<file path="config.mk">
export PLATFORM = sky130hd
export DESIGN_NAME = map_port_arbiter
export DESIGN_NICKNAME = d
export VERILOG_FILES = /design/src/rtl/map_port_arbiter.sv
export SDC_FILE = /design/constraint.sdc
export NUM_CORES = 1
export LEC_CHECK = 0
export CORE_ASPECT_RATIO = 1.5
export CORE_UTILIZATION = 49
export DETAILED_ROUTE_END_ITERATION = 10
export PLACE_DENSITY = 0.87
export SLEW_MARGIN = 0
export SYNTH_ARGS = -nofsm -noshare
export SYNTH_HDL_FRONTEND = slang
export SYNTH_SLANG_ARGS = --single-unit
</file>
<file path="constraint.sdc">
create_clock -name clk -period 4.7 [get_ports clk]
set_input_delay 1.41 -clock clk [delete_from_list [all_inputs] [get_ports clk]]
set_output_delay 1.41 -clock clk [all_outputs]
set_load 0.03 [all_outputs]
</file>
<file path="src/rtl/map_port_arbiter.sv">
// ==== map_port_arbiter : map BRAM read port shared by renderer and two collision-query clients ====
// ==== rev 1.0 =====================================================================================
`default_nettype none

module map_port_arbiter #(
  parameter int ADDR_W     = 17,
  parameter int DATA_W     = 4,
  parameter int READ_LAT   = 1,
  parameter int STARVE_MAX = 1023
) (
  input  logic              clk,
  input  logic              rst,
  input  logic              render_active,
  input  logic [ADDR_W-1:0] render_addr,
  output logic [DATA_W-1:0] render_data,
  input  logic [1:0]        q_req,
  input  logic [ADDR_W-1:0] q_addr0,
  input  logic [ADDR_W-1:0] q_addr1,
  output logic [1:0]        q_gnt,
  output logic [1:0]        q_rvalid,
  output logic [DATA_W-1:0] q_rdata,
  output logic [1:0]        q_starve,
  output logic [ADDR_W-1:0] mem_addr,
  input  logic [DATA_W-1:0] mem_dout
);

  localparam int              CNT_W   = $clog2(STARVE_MAX + 1);
  localparam logic [CNT_W-1:0] CNT_MAX = CNT_W'(STARVE_MAX);
  localparam logic [CNT_W-1:0] CNT_PRE = CNT_W'(STARVE_MAX - 1);

  typedef enum logic {
    RENDER = 1'b0,
    FREE   = 1'b1
  } mode_t;

  mode_t             mode;
  logic              rr_ptr;
  logic [1:0]        gnt;
  logic [ADDR_W-1:0] addr_hold;
  logic [DATA_W-1:0] rdata_hold;
  logic              pipe_v  [READ_LAT];
  logic              pipe_id [READ_LAT];
  logic [CNT_W-1:0]  wait_cnt [2];
  logic [1:0]        starve;
  logic              out_v;

  // Mode follows render_active in the same cycle so the renderer is never delayed.
  always_comb begin
    mode = render_active ? RENDER : FREE;
    gnt  = 2'b00;
    if (!rst && mode == FREE) begin
      case (q_req)
        2'b01:   gnt = 2'b01;
        2'b10:   gnt = 2'b10;
        2'b11:   gnt = rr_ptr ? 2'b10 : 2'b01;
        default: gnt = 2'b00;
      endcase
    end
  end

  always_comb begin
    mem_addr = addr_hold;
    if (render_active)
      mem_addr = render_addr;
    else if (gnt[0])
      mem_addr = q_addr0;
    else if (gnt[1])
      mem_addr = q_addr1;
  end

  // An in-flight read is dropped while rst is high, even at its output stage.
  assign out_v       = pipe_v[READ_LAT-1] && !rst;
  assign q_gnt       = gnt;
  assign q_rvalid    = out_v ? (pipe_id[READ_LAT-1] ? 2'b10 : 2'b01) : 2'b00;
  assign q_rdata     = out_v ? mem_dout : rdata_hold;
  assign q_starve    = starve;
  assign render_data = mem_dout;

  always_ff @(posedge clk) begin
    if (rst) begin
      rr_ptr     <= 1'b0;
      addr_hold  <= '0;
      rdata_hold <= '0;
      starve     <= 2'b00;
      for (int s = 0; s < READ_LAT; s++) begin
        pipe_v[s]  <= 1'b0;
        pipe_id[s] <= 1'b0;
      end
      for (int i = 0; i < 2; i++) begin
        wait_cnt[i] <= '0;
      end
    end else begin
      if (|gnt)
        rr_ptr <= gnt[0];
      addr_hold  <= mem_addr;
      rdata_hold <= q_rdata;
      pipe_v[0]  <= |gnt;
      pipe_id[0] <= gnt[1];
      for (int s = 1; s < READ_LAT; s++) begin
        pipe_v[s]  <= pipe_v[s-1];
        pipe_id[s] <= pipe_id[s-1];
      end
      // Saturating wait counters; the starve flag is sticky until reset.
      for (int i = 0; i < 2; i++) begin
        if (!q_req[i] || gnt[i]) begin
          wait_cnt[i] <= '0;
        end else if (wait_cnt[i] != CNT_MAX) begin
          wait_cnt[i] <= wait_cnt[i] + 1'b1;
          if (wait_cnt[i] == CNT_PRE)
            starve[i] <= 1'b1;
        end
      end
    end
  end

endmodule

`default_nettype wire

</file>
==> results.toml, run 1 <==
[status]
status = "finished clean"

[critical_path]
path_class = "input port to output port"
worst-path-max-fanout = 6
slowest_stage = "clkdlybuf4s50_1"
cpMostUsedCell = "clkdlybuf4s50_1"
worstPathCellList = "clkdlybuf4s50_1, nand2b_1, mux2_2, clkdlybuf4s50_1"
critPathMaxStageDelay_ns = 0.59
crit_path_start_kind = "input port"
r2r_setup_slack_ns = 2.84
end_kind = "output port"
arrival_ns = 3.15
cp.required_ns = 3.29

[cells_and_area]
diodes = 0
final_cell_mix = "clkdlybuf4s50_1, a21oi_1, nor2_1, buf_4, dfxtp_1"
nets = 433
drive_above_1_share_pct = 13.8
seq_area_sq_mm = 0.00112
layout_commonest_cell = "clkdlybuf4s50_1"
postLayoutCellArea_sq_mm = 0.00357
multi_input_area_sq_mm = 0.00131
areaGrowthSynthToFinish_pct = 38.5
n_fill_cell = 420
stdcell_count = 438

[synth]
ys_seq_elements = 46
async_reset_ff_share_pct = 0
synth_xor_area_share_pct = 4.42
synthesis.nets = 350
synthMuxAreaShare_pct = 3.30
synth_compound_area_share_pct = 23.5
synthAdderAreaFrac_pct = 1.94
synth_edf_count = 20
syn-cell-area_sq_mm = 0.00258
ys_seq_area_share_pct = 43.5
synth_top_family_by_area = "compound AO/OA/AOI/OAI gates"
synthFlopType = "dfxtp_1"
synth_cell_types = 41
synth_warnings = 0
postSynthCellCount = 286
syn-mean-instance-area_sq_um = 9.02
synthSimpleGateAreaFrac_pct = 17.5

[placed_design]
place_congestion = 0.781
placed_cells = 430
io_buffers = 90
placed_cell_area_sq_mm = 0.00346
dpl.hpwl_um = 4800

[sta]
period_minus_slack_ns = 4.56
tightest_slew_ns = 0.478
setup-tns-final_ns = 0
fin_crit_sh_pct = 97.1
rsz0062_at_grt = "no"
clock_skew_ns = 0.00521
hold_violations = 0
setup_violations = 0
max_freq_ghz = 0.219
slew_headroom_pct = 68.0
report.final.slew_viol_count = 0

[floorplan]
io_pins = 91
die_h_um = 90.9
core-area_sq_mm = 0.00508
die_x_um = 61.2
initial_utilization_pct = 50.7
die-area_sq_mm = 0.00556
core.rowCount = 32

[clock_tree]
cts_root_buf = "clkbuf_8"
cts_tree = "yes"
clk_pin_slew_ns = 0.08
insertion_delay_ns = 0.30
cts.sinks = 46
htreeDepth = 2
cts_buffers = 5
cts-hold-fix-buffers = 0
clockBufferDepth = 2

[route]
ant_nets = 0
wl_per_cell_um = 14.7
via_per_inst = 5.65
drcViolationCount = 0
num_vias = 2474
firstDrtPassIters = 4
first_iter_violations = 80
wirelength_um = 6450

[job]
maxCapViolCount = 0

[grt]
grt_pass1_wl_um = 11000
grt_max_degree = 25
antenna_found_initial = 0
grt_usage_pct = 26.0
grt.overflow.total = 0
grt_pass1_vias = 2471

[power_and_ir_drop]
leakage_uw = 0.00132
power_density_mw_per_mm2 = 268
irDropWorstVdd_mv = 0.186

[worst_hold_path]
hp-class = "flop to flop"
[cells by family after synthesis]
kind of cell	count (synthesis)
fa+ha+maj	4
mux	8
simple gates	86
xor+xnor	13
flops	46
buf+inv	29
compound gates	100
[metrics by stage]
step | power, uW | util (%) | hold WS [ns] | setup slack, ns
global placement | 671 | 68.0 | 0.460 | 0.128
floorplan | 572 | - | 0.454 | 0.633
CTS | 965 | 70.1 | 0.479 | 0.120
detailed placement | 675 | 68.0 | 0.465 | 0.120
global route | 1000 | 70.2 | 0.502 | 0.0315
finish | 959 | 70.2 | 0.475 | 0.135
[layer usage]
layer  share of wire, %  wire length [um]  up-vias  global-route usage [%]
met4                1.2                78        0                    8.52
met3                5.9               381        7                    5.87
met1                 41              2620     1150                    31.3
met2                 52              3370       99                    44.0
li1                   -                 -     1218                       -
met5                  0                 0        -                       0
[sequential cells by signal, summed over array words and instances (netlist names)]
register and count:
addr_hold 17, rdata_hold 4, rr_ptr 1, wait_cnt 20, pipe_id 1, pipe_v 1
q_starve 2
[repair_timing]
item / 4_1_cts / 5_1_grt
setup buffers: 0 / 0
gates resized for setup: 0 / 1
setup endpoints to repair: 0 / 4
[synthesized netlist by cell type (4+ instances only)]
cell type | count | share of area [%]
a211oi_1 | 18 | 5.2
a21oi_1 | 54 | 10
buf_2 | 4 | 0.78
buf_4 | 6 | 1.7
clkbuf_1 | 8 | 1.2
dfxtp_1 | 26 | 20
edfxtp_1 | 20 | 23
ha_1 | 4 | 1.9
inv_1 | 7 | 1.0
mux2_2 | 4 | 1.7
mux2i_1 | 4 | 1.6
nand2_1 | 7 | 1.0
nand2b_1 | 5 | 1.2
nand3_1 | 9 | 1.7
nand4_1 | 5 | 1.2
nor2_1 | 27 | 3.9
nor2b_1 | 4 | 0.97
o22ai_1 | 17 | 4.1
or2_0 | 10 | 2.4
or2_2 | 8 | 1.9
xnor2_1 | 5 | 1.7
xor2_1 | 8 | 2.7
[power by group]
part	switching [uW]	internal (uW)
clock network	133	159
registers	8.46	430
logic	118	110
total	260	699
[area by class of cell]
class	instances	area share [%]
Clock buffer	6	2.03
Clock inverter	2	1.05
Tap cell	68	2.38
Inverter	8	0.841
Timing Repair Buffer	97	25.6
Multi-Input combinational cell	211	36.7
Sequential cell	46	31.4
[worst max-delay path: cells and delay by family]
family                 cells  cell delay (ns)
buffers and inverters      2             1.07
muxes                      1             0.38
and+or+nand+nor            1             0.29
[path summary, 6_finish.rpt]
path,from,endpoint,cells past startpoint
worst max-delay path,rst,q_rdata[3],4
worst min-delay path,q_starve[1],q_starve[1],2
worst max register to register,rr_ptr,wait_cnt[0][5],3
worst min register to register,q_starve[1],q_starve[1],2
(Power assumes the default switching activity.)
==> run 2, diff against run 1 <==
--- a/config.mk
+++ b/config.mk
@@ -6,9 +6,10 @@
 export NUM_CORES = 1
 export LEC_CHECK = 0
 export CORE_ASPECT_RATIO = 1.5
-export CORE_UTILIZATION = 49
+export CORE_UTILIZATION = 50
+export CTS_BUF_LIST = sky130_fd_sc_hd__clkbuf_8
 export DETAILED_ROUTE_END_ITERATION = 10
-export PLACE_DENSITY = 0.87
+export PLACE_DENSITY = 0.89
 export SLEW_MARGIN = 0
 export SYNTH_ARGS = -nofsm -noshare
 export SYNTH_HDL_FRONTEND = slang
==> run 2 against run 1 <==
  * Sequential share of layout area unchanged
  * Global-route usage fell by 0.24 points
  * Combinational power about the same
  * Critical path depth grew 3
  * Clock skew is 0.0029 ns higher
  * First-iteration DRC count is 74% higher
  * Via count increased by 1.3%
  * Die area fell by 1.9%
  * Final area unchanged
  * Sequential power barely moved
  * Sequential cell count unchanged
  * Critical path type unchanged
  * Critical endpoint is now mem_addr[13]
  * Largest power group unchanged
  * Highest routed layer unchanged
==> results.toml, run 2 (synthesis results as in run 1) <==
[grt]
antenna_found_initial = 0
grt.overflow.total = 0
grt_pass1_wl_um = 10800
grt_pass1_vias = 2490
grt_usage_pct = 25.7
grt_max_degree = 23

[placed_design]
placed_cells = 430
place_congestion = 0.805
dpl.hpwl_um = 4800
io_buffers = 90
place_ws_ns = 0.105

[clock_tree]
insertion_delay_ns = 0.30
post-cts-setup-buffer-count = 0
clk_pin_slew_ns = 0.09
cts_buffers = 5
cts_root_buf = "clkbuf_8"
cts-hold-fix-buffers = 0
htreeDepth = 2
cts_resized = 0
cts_tree = "yes"
clockBufferDepth = 2
cts.sinks = 46

[worst_hold_path]
min_to = "q_starve[0]"
worstHoldStart = "q_starve[0]"
hold_depth = 2
hp-class = "flop to flop"

[cells_and_area]
largest_reg_flops = 20
layout_commonest_cell = "clkdlybuf4s50_1"
top_register = "wait_cnt"
top_regs = "wait_cnt (20), addr_hold (17), rdata_hold (4)"
finish.utilization_pct = 73.1
stdcell_count = 437
final_cell_mix = "clkdlybuf4s50_1, a21oi_1, buf_4"
nets = 435
areaGrowthSynthToFinish_pct = 38.5
drive_above_1_share_pct = 14.0
diodes = 0

[critical_path]
r2r-start = "rr_ptr"
crit_path_start_kind = "input port"
reg2reg_depth = 3
worst_r2r_endpoint = "wait_cnt[0][4]"
worst-path-max-fanout = 22
end_kind = "output port"
path_class = "input port to output port"
r2r_setup_slack_ns = 2.89
startpoint = "rst"
arrival_ns = 3.21
cp.required_ns = 3.29

[sta]
hold_violations = 0
setup_ws_ns = 0.0814
max_freq_ghz = 0.217
period_minus_slack_ns = 4.62
clock_skew_ns = 0.00806
fin_crit_sh_pct = 98.3
slew_headroom_pct = 67.1
setup_violations = 0
rsz0062_at_grt = "no"
setup-tns-final_ns = 0
report.final.slew_viol_count = 0
tightest_slew_ns = 0.492

[floorplan]
initial_utilization_pct = 52.8
die-area_sq_mm = 0.00545
core.rowCount = 31
core-area_sq_mm = 0.00489
die_x_um = 60.6
die_h_um = 90.0
io_pins = 91

[route]
num_vias = 2507
first_iter_violations = 139
via_per_inst = 5.74
wirelength_um = 6540
ant_nets = 0
wl_per_cell_um = 15.0
drcViolationCount = 0
firstDrtPassIters = 4

[power_and_ir_drop]
leakage_uw = 0.00132
power.total_uw = 953
power_density_mw_per_mm2 = 267
irDropWorstVdd_mv = 0.226

[status]
status = "finished clean"

[job]
maxCapViolCount = 0
## run 2: changes by cell type in the layout (fill, tap and decap cells not counted)
cell        change
buf_4           +2
clkinvlp_4      -1
nand2_4         -1
clkbuf_1        -1
nand2_2         +1
clkinv_1        +1
## run 2: through the flow
stage / area (sq um) / hold slack, ns
after floorplan: 2580 / 0.454
after global placement: 3470 / 0.460
after detailed placement: 3470 / 0.459
after CTS: 3570 / 0.472
after global routing: 3570 / 0.489
final: 3570 / 0.473
## run 2: how the worst max path moves through the flow
stage / endpoint / cells after the start
after floorplan: mem_addr[10] / 6
after global placement: q_rdata[3] / 4
after detailed placement: q_rdata[3] / 4
after CTS: q_rdata[3] / 4
after global routing: mem_addr[13] / 7
final: mem_addr[13] / 7
## run 2: power by group
group          total [uW]  switching [uW]  internal [uW]
clock                 284             130            154
combinational         231             121            111
sequential            439            8.48            430
total                 953             259            695
## run 2: layout make-up
| type | instances | area [sq um] |
|---|---|---|
| clock buffers | 5 | 68.8 |
| clock inverters | 2 | 33.8 |
| fillers | 395 | 1320 |
| inverters | 8 | 30.0 |
| multi-input cells | 211 | 1310 |
| flip-flops and latches | 46 | 1120 |
| well taps | 66 | 82.6 |
| repair buffers | 99 | 928 |
## run 2: worst max-delay path, stage by stage
cell and delay (ns):
clkdlybuf4s50_1 0.49, buf_4 0.24, nor2b_1 0.10, nand2_2 0.32, o22ai_1 0.18, a21oi_1 0.25, buf_4 0.21
## run 2: metal layers
metal | global-route usage [%] | up-vias | wire length [um]
li1 | - | 1213 | -
met1 | 29.4 | 1178 | 2580
met2 | 43.3 | 104 | 3350
met3 | 8.78 | 12 | 470
met4 | 8.71 | 0 | 137
met5 | 0 | - | 0
